## src/rtl/mem_access_ctrl_pkg.sv

```systemverilog
// Shared encodings for the RISC-SPM memory access controller.
// Holds FSM state codes and requester IDs used by the top and the arbiter.
// No logic; constants only.
package mem_access_ctrl_pkg;

  // FSM state encodings (IDLE -> LOAD -> ACCESS -> DONE -> IDLE)
  localparam logic [1:0] ST_IDLE   = 2'd0;
  localparam logic [1:0] ST_LOAD   = 2'd1;
  localparam logic [1:0] ST_ACCESS = 2'd2;
  localparam logic [1:0] ST_DONE   = 2'd3;

  // Requester IDs; also the bit positions in the arbiter request vector
  localparam logic REQ_IF = 1'b0;
  localparam logic REQ_DT = 1'b1;

endpackage

```

## src/rtl/mem_access_ctrl_rr_arb2.sv

```systemverilog
// Two-way round-robin arbiter: on a tie, grants the requester that did not win last.
// Latency: purely combinational, 0 cycles.
// Backpressure: none; the caller decides when the grant is consumed.
module mem_access_ctrl_rr_arb2
  import mem_access_ctrl_pkg::*;
(
  input  logic [1:0] req_i,
  input  logic       last_grant_i,
  output logic       grant_vld_o,
  output logic       grant_o
);

  // Pick a single winner; the previous winner yields on a tie
  always_comb begin
    grant_vld_o = |req_i;
    grant_o     = REQ_IF;
    if (req_i == 2'b11) begin
      grant_o = ~last_grant_i;
    end else if (req_i[REQ_DT]) begin
      grant_o = REQ_DT;
    end
  end

endmodule

```

## src/rtl/mem_access_ctrl.sv

```systemverilog
// Sequences the Address_Register load and the shared memory port for IF and DT requesters.
// Latency: request in IDLE at N -> ar_load N+1 -> strobe from N+2 -> done one cycle after mem_ready.
// Backpressure: requests are levels held until done; a timeout bounds the wait on mem_ready.
module mem_access_ctrl
  import mem_access_ctrl_pkg::*;
#(
  parameter int WORD_SIZE = 8,
  parameter int TIMEOUT   = 15,
  parameter int TO_W      = 4
) (
  input  logic                 clk,
  input  logic                 rst,
  input  logic                 if_req,
  input  logic [WORD_SIZE-1:0] if_addr,
  input  logic                 dt_req,
  input  logic                 dt_we,
  input  logic [WORD_SIZE-1:0] dt_addr,
  input  logic [WORD_SIZE-1:0] dt_wdata,
  output logic [WORD_SIZE-1:0] ar_data,
  output logic                 ar_load,
  output logic                 mem_rd,
  output logic                 mem_wr,
  output logic [WORD_SIZE-1:0] mem_wdata,
  input  logic                 mem_ready,
  input  logic [WORD_SIZE-1:0] mem_rdata,
  output logic [WORD_SIZE-1:0] rdata,
  output logic                 if_done,
  output logic                 dt_done,
  output logic                 err
);

  logic [1:0]           state_q, state_d;
  logic                 owner_q, owner_d;
  logic                 we_q, we_d;
  logic [WORD_SIZE-1:0] wdata_q, wdata_d;
  logic                 last_q, last_d;
  logic [TO_W-1:0]      cnt_q, cnt_d;
  logic                 err_q, err_d;
  logic [WORD_SIZE-1:0] rdata_q, rdata_d;

  logic grant_vld;
  logic grant;
  logic is_wr;

  mem_access_ctrl_rr_arb2 u_arb (
    .req_i        ({dt_req, if_req}),
    .last_grant_i (last_q),
    .grant_vld_o  (grant_vld),
    .grant_o      (grant)
  );

  // Only a DT owner can write; we_q is cleared on IF grants, the owner term keeps that explicit
  assign is_wr = (owner_q == REQ_DT) && we_q;

  // Next-state logic: arbitration, timeout counting and read-data capture
  always_comb begin
    state_d = state_q;
    owner_d = owner_q;
    we_d    = we_q;
    wdata_d = wdata_q;
    last_d  = last_q;
    cnt_d   = cnt_q;
    err_d   = err_q;
    rdata_d = rdata_q;
    case (state_q)
      ST_IDLE: begin
        if (grant_vld) begin
          owner_d = grant;
          we_d    = dt_we && (grant == REQ_DT);
          wdata_d = dt_wdata;
          state_d = ST_LOAD;
        end
      end
      ST_LOAD: begin
        state_d = ST_ACCESS;
      end
      ST_ACCESS: begin
        cnt_d = cnt_q + 1'b1;
        if (mem_ready) begin
          if (!is_wr) begin
            rdata_d = mem_rdata;
          end
          state_d = ST_DONE;
        end else if (cnt_q == TO_W'(TIMEOUT - 1)) begin
          // This is the TIMEOUT-th cycle without mem_ready: give up
          err_d   = 1'b1;
          state_d = ST_DONE;
        end
      end
      ST_DONE: begin
        last_d  = owner_q;
        cnt_d   = '0;
        err_d   = 1'b0;
        state_d = ST_IDLE;
      end
      default: begin
        state_d = ST_IDLE;
      end
    endcase
  end

  // State registers; reset makes IF win the first tie by recording DT as last winner
  always_ff @(posedge clk or negedge rst) begin
    if (!rst) begin
      state_q <= ST_IDLE;
      owner_q <= REQ_IF;
      we_q    <= 1'b0;
      wdata_q <= '0;
      last_q  <= REQ_DT;
      cnt_q   <= '0;
      err_q   <= 1'b0;
      rdata_q <= '0;
    end else begin
      state_q <= state_d;
      owner_q <= owner_d;
      we_q    <= we_d;
      wdata_q <= wdata_d;
      last_q  <= last_d;
      cnt_q   <= cnt_d;
      err_q   <= err_d;
      rdata_q <= rdata_d;
    end
  end

  // Outputs decoded from registered state so reset clears them immediately
  assign ar_load   = (state_q == ST_LOAD);
  assign ar_data   = !ar_load ? '0 : ((owner_q == REQ_IF) ? if_addr : dt_addr);
  assign mem_rd    = (state_q == ST_ACCESS) && !is_wr;
  assign mem_wr    = (state_q == ST_ACCESS) && is_wr;
  assign mem_wdata = wdata_q;
  assign rdata     = rdata_q;
  assign if_done   = (state_q == ST_DONE) && (owner_q == REQ_IF);
  assign dt_done   = (state_q == ST_DONE) && (owner_q == REQ_DT);
  assign err       = (state_q == ST_DONE) && err_q;

endmodule

```

## config.mk

```make
export PLATFORM = sky130hd
export DESIGN_NAME = mem_access_ctrl
export DESIGN_NICKNAME = d
export VERILOG_FILES = /design/src/rtl/mem_access_ctrl_pkg.sv /design/src/rtl/mem_access_ctrl_rr_arb2.sv /design/src/rtl/mem_access_ctrl.sv
export SDC_FILE = /design/constraint.sdc
export NUM_CORES = 1
export LEC_CHECK = 0
export ABC_AREA = 1
export CAP_MARGIN = 20
export CORE_ASPECT_RATIO = 0.8
export CORE_UTILIZATION = 40
export CTS_CLUSTER_DIAMETER = 120
export DETAILED_ROUTE_END_ITERATION = 8
export PLACE_DENSITY = 0.78
export SETUP_SLACK_MARGIN = 0.02
export SYNTH_ARGS = -nofsm -noshare
export SYNTH_HDL_FRONTEND = slang
export SYNTH_SLANG_ARGS = --single-unit
```

## constraint.sdc

```tcl
create_clock -name clk -period 1.6 [get_ports clk]
set_input_delay 0.32 -clock clk [delete_from_list [all_inputs] [get_ports clk]]
set_output_delay 0.32 -clock clk [all_outputs]
set_load 0.005 [all_outputs]
```

==> impl_metrics.sql <==
INSERT INTO impl_metrics (metric_group, metric, value, unit) VALUES
('critical_path', 'start_kind', 'flop', ''),
('layout', 'area_growth_syn_to_layout', '75.8', '%'),
('layout', 'final_core_util', '75.7', '%'),
('clock_tree', 'holdBufCountCts', '0', ''),
('sta', 'final.setup.worst_slack', '-0.0758', 'ns'),
('floorplanning', 'io_pins', '68', ''),
('power', 'power', '4250', 'uW'),
('grt', 'grt_remaining_overflow', '0', ''),
('critical_path', 'ff2ff_setup_slack', '0.13', 'ns'),
('sta', 'final.hold.worst_slack', '0.390', 'ns'),
('critical_path', 'setup.worst_path.class', 'flop to output pin', ''),
('floorplanning', 'placement_rows', '18', ''),
('power', 'switchingPower', '1590', 'uW'),
('power', 'power.static_leakage', '0.00121', 'uW'),
('placed_design', 'detailedPlace.worstSlack', '-0.257', 'ns'),
('critical_path', 'buf_inv_on_cp', '4', ''),
('sta', 'maxSlewViolCount', '0', ''),
('route', 'first_pass_iters', '4', ''),
('run_status', 'outcome', 'finished with violations', ''),
('critical_path', 'end_kind', 'output pin', ''),
('route', 'sum_of_routed_wire_length_over_all_layers', '3.81', 'mm'),
('power', 'combPwrFrac', '59.0', '%'),
('clock_tree', 'htree_num_levels', '1', ''),
('critical_path', 'path_cells', 'inv_4, buf_6, ha_4, inv_6, a21oi_4, buf_2', ''),
('sta', 'timing.final.crit_share', '105', '%'),
('floorplanning', 'floorplan.core_area', '3180', 'um^2'),
('sta', 'finalSetupViolations', '6', ''),
('clock_tree', 'cts_root_buf', 'sky130_fd_sc_hd__clkbuf_8', ''),
('critical_path', 'timing.critical_path.arrival', '1.36', 'ns'),
('grt', 'grt_pass1_vias', '1344', ''),
('placed_design', 'gp_routability_congestion', '0.861', ''),
('critical_path', 'cp_top_family', 'flip-flops', ''),
('route', 'mean_number_of_vias_per_cell', '4.68', ''),
('placed_design', 'port_buffers', '67', ''),
('min_path', 'worst_hold_path_type', 'input port to asynchronous set/reset pin', ''),
('clock_tree', 'cts-root-to-sink-buffers', '2', ''),
('synth', 'synth.net_count', '215', ''),
('sta', 'relSlewSlack', '82.9', '%'),
('critical_path', 'critical_path.max_stage_delay', '0.47', 'ns'),
('critical_path', 'rr_startpoint', 'state_q[0]', ''),
('sta', 'final_hold_viol_count', '0', ''),
('sta', 'rsz_0062_raised_after_global_routing', 'true', ''),
('sta', 'worst_max_slew_pin_slew', '0.254', 'ns'),
('power', 'internal_power', '2660', 'uW'),
('route', 'via_count_of_the_routed_design', '1419', ''),
('floorplanning', 'die_area', '3660', 'um^2'),
('floorplanning', 'chip_width', '67.3', 'um'),
('floorplanning', 'die_h', '54.3', 'um'),
('critical_path', 'critical_path.max_fanout', '3', ''),
('critical_path', 'rr_worst_depth', '7', ''),
('layout', 'antenna-diode-count', '0', ''),
('synth', 'syn-instance-count', '169', ''),
('clock_tree', 'tritoncts', 'done', ''),
('layout', 'drive_gt1_share', '27.4', '%'),
('route', 'post-route-drc-count', '0', ''),
('run', 'max_cap_violations', '0', ''),
('grt', 'grt_max_degree', '27', ''),
('power', 'p_clk_share', '13.1', '%'),
('route', 'drtIter0Drc', '63', ''),
('synth', 'synthDistinctLibCells', '23', ''),
('synth', 'postSynthRegisterBits', '26', ''),
('power', 'seqPwrFrac', '27.9', '%'),
('clock_tree', 'numCtsBuffers', '3', ''),
('synth', 'ys_warn_count', '0', ''),
('clock_tree', 'clk-insertion-delay-late', '0.27', 'ns'),
('synth', 'netlist_area', '1370', 'um^2'),
('critical_path', 'endpoint_required_time_on_the_critical_path', '1.28', 'ns'),
('clock_tree', 'clock_sink_count', '26', ''),
('sta', 'finalClockSkew', '0.00298', 'ns'),
('run_status', 'failed_checks', 'negative setup slack', ''),
('grt', 'grt_pass1_wl', '6.30', 'mm');
## power by group through the flow
stage / Sequential, uW / Clock [uW] / Combinational (uW)
6_report: 1190 / 557 / 2510
5_1_grt: 1230 / 592 / 2780
4_1_cts: 1170 / 557 / 2410
3_5_place_dp: 1160 / 0 / 2180
3_3_place_gp: 1160 / 0 / 2130
2_1_floorplan: 1170 / 0 / 960
## registers in the layout (all words and copies together), names as in the netlist
register,flops
cnt_q,4
err_q,1
last_q,1
mem_wdata,8
owner_q,1
rdata,8
state_q,2
we_q,1
## timing repair
| action | CTS | global route |
|---|---|---|
| pin swaps | 11 | 7 |
| setup endpoints to repair | 14 | 14 |
| gates resized for setup | 86 | 10 |
| setup buffers | 7 | 2 |
## cells in the final DEF (no fill, tap or decap), types with 2 or more instances in the layout
master	instances
sky130_fd_sc_hd__ha_4	4
sky130_fd_sc_hd__nand3_1	16
sky130_fd_sc_hd__clkbuf_2	2
sky130_fd_sc_hd__dfrtp_1	24
sky130_fd_sc_hd__nand2_1	63
sky130_fd_sc_hd__nor2_1	22
sky130_fd_sc_hd__buf_6	8
sky130_fd_sc_hd__inv_2	4
sky130_fd_sc_hd__inv_1	3
sky130_fd_sc_hd__ha_1	4
sky130_fd_sc_hd__nand2_4	2
sky130_fd_sc_hd__o21ai_2	9
sky130_fd_sc_hd__clkbuf_8	3
sky130_fd_sc_hd__buf_4	20
sky130_fd_sc_hd__clkdlybuf4s50_1	53
sky130_fd_sc_hd__buf_2	10
sky130_fd_sc_hd__a21oi_1	2
## layer usage
| metal | routed length, um | GRT usage, % | up-vias |
|---|---|---|---|
| met5 | 0 | 0 | - |
| met4 | 15 | 6.38 | 0 |
| met3 | 210 | 6.88 | 4 |
| met2 | 1800 | 38.3 | 39 |
| met1 | 1780 | 31.5 | 653 |
| li1 | - | - | 723 |
## layout make-up
type / count / area, um^2
clock buffers: 3 / 41.3
clock inverters: 1 / 30.0
fillers: 240 / 773
inverters: 10 / 45.0
multi-input cells: 129 / 732
flip-flops and latches: 26 / 653
well taps: 40 / 50.0
repair buffers: 94 / 851
## synthesized netlist by cell type
library cell | count | area, um^2
sky130_fd_sc_hd__o21ai_4 | 1 | 16.3
sky130_fd_sc_hd__dfrtp_1 | 25 | 626
sky130_fd_sc_hd__nand3_1 | 16 | 80.1
sky130_fd_sc_hd__inv_2 | 1 | 3.75
sky130_fd_sc_hd__a21oi_1 | 2 | 10.0
sky130_fd_sc_hd__ha_1 | 8 | 100
sky130_fd_sc_hd__nand4_1 | 1 | 6.26
sky130_fd_sc_hd__dfstp_2 | 1 | 26.3
sky130_fd_sc_hd__clkinv_1 | 1 | 3.75
sky130_fd_sc_hd__o21ai_0 | 8 | 40.0
sky130_fd_sc_hd__o21ai_2 | 1 | 8.76
sky130_fd_sc_hd__a21oi_4 | 1 | 16.3
sky130_fd_sc_hd__a21boi_0 | 1 | 7.51
sky130_fd_sc_hd__nand2_4 | 1 | 11.3
sky130_fd_sc_hd__or2_2 | 1 | 6.26
sky130_fd_sc_hd__nand2_1 | 64 | 240
sky130_fd_sc_hd__nor2_1 | 22 | 82.6
sky130_fd_sc_hd__inv_1 | 7 | 26.3
sky130_fd_sc_hd__inv_6 | 1 | 8.76
sky130_fd_sc_hd__buf_2 | 2 | 10.0
sky130_fd_sc_hd__buf_6 | 2 | 22.5
sky130_fd_sc_hd__and3_1 | 1 | 6.26
sky130_fd_sc_hd__o31ai_1 | 1 | 7.51
## worst max path at each step
| stage | start | endpoint | slack (ns) | cells after the start |
|---|---|---|---|---|
| after floorplan | state_q[0] | rdata[0] | 0.21 | 8 |
| after global placement | if_addr[0] | ar_data[0] | -0.18 | 4 |
| after detailed placement | state_q[1] | ar_data[4] | -0.26 | 5 |
| after CTS | state_q[0] | mem_rd | -0.05 | 6 |
| after global routing | state_q[0] | mem_rd | -0.13 | 6 |
| final | state_q[0] | mem_rd | -0.08 | 6 |
## cells by family (layout without fill, tap and decap cells)
group           Yosys count  after routing  synth area share [%]
compound gates           15             15                  7.79
simple gates            106            106                  31.7
buf+inv                  14            108                  5.49
fa+ha+maj                 8              8                  7.33
flops                    26             26                  47.7
## per-stage QoR
stage / cell area [um^2] / TNS, ns / std cells
6_report: 2400 / -0.179 / 303
5_1_grt: 2400 / -0.897 / 303
4_1_cts: 2370 / -0.146 / 301
3_5_place_dp: 2200 / -2.02 / 290
3_3_place_gp: 2200 / -1.69 / 290
2_1_floorplan: 1370 / 0 / 169
No activity file was read; power rests on OpenSTA's default activity.
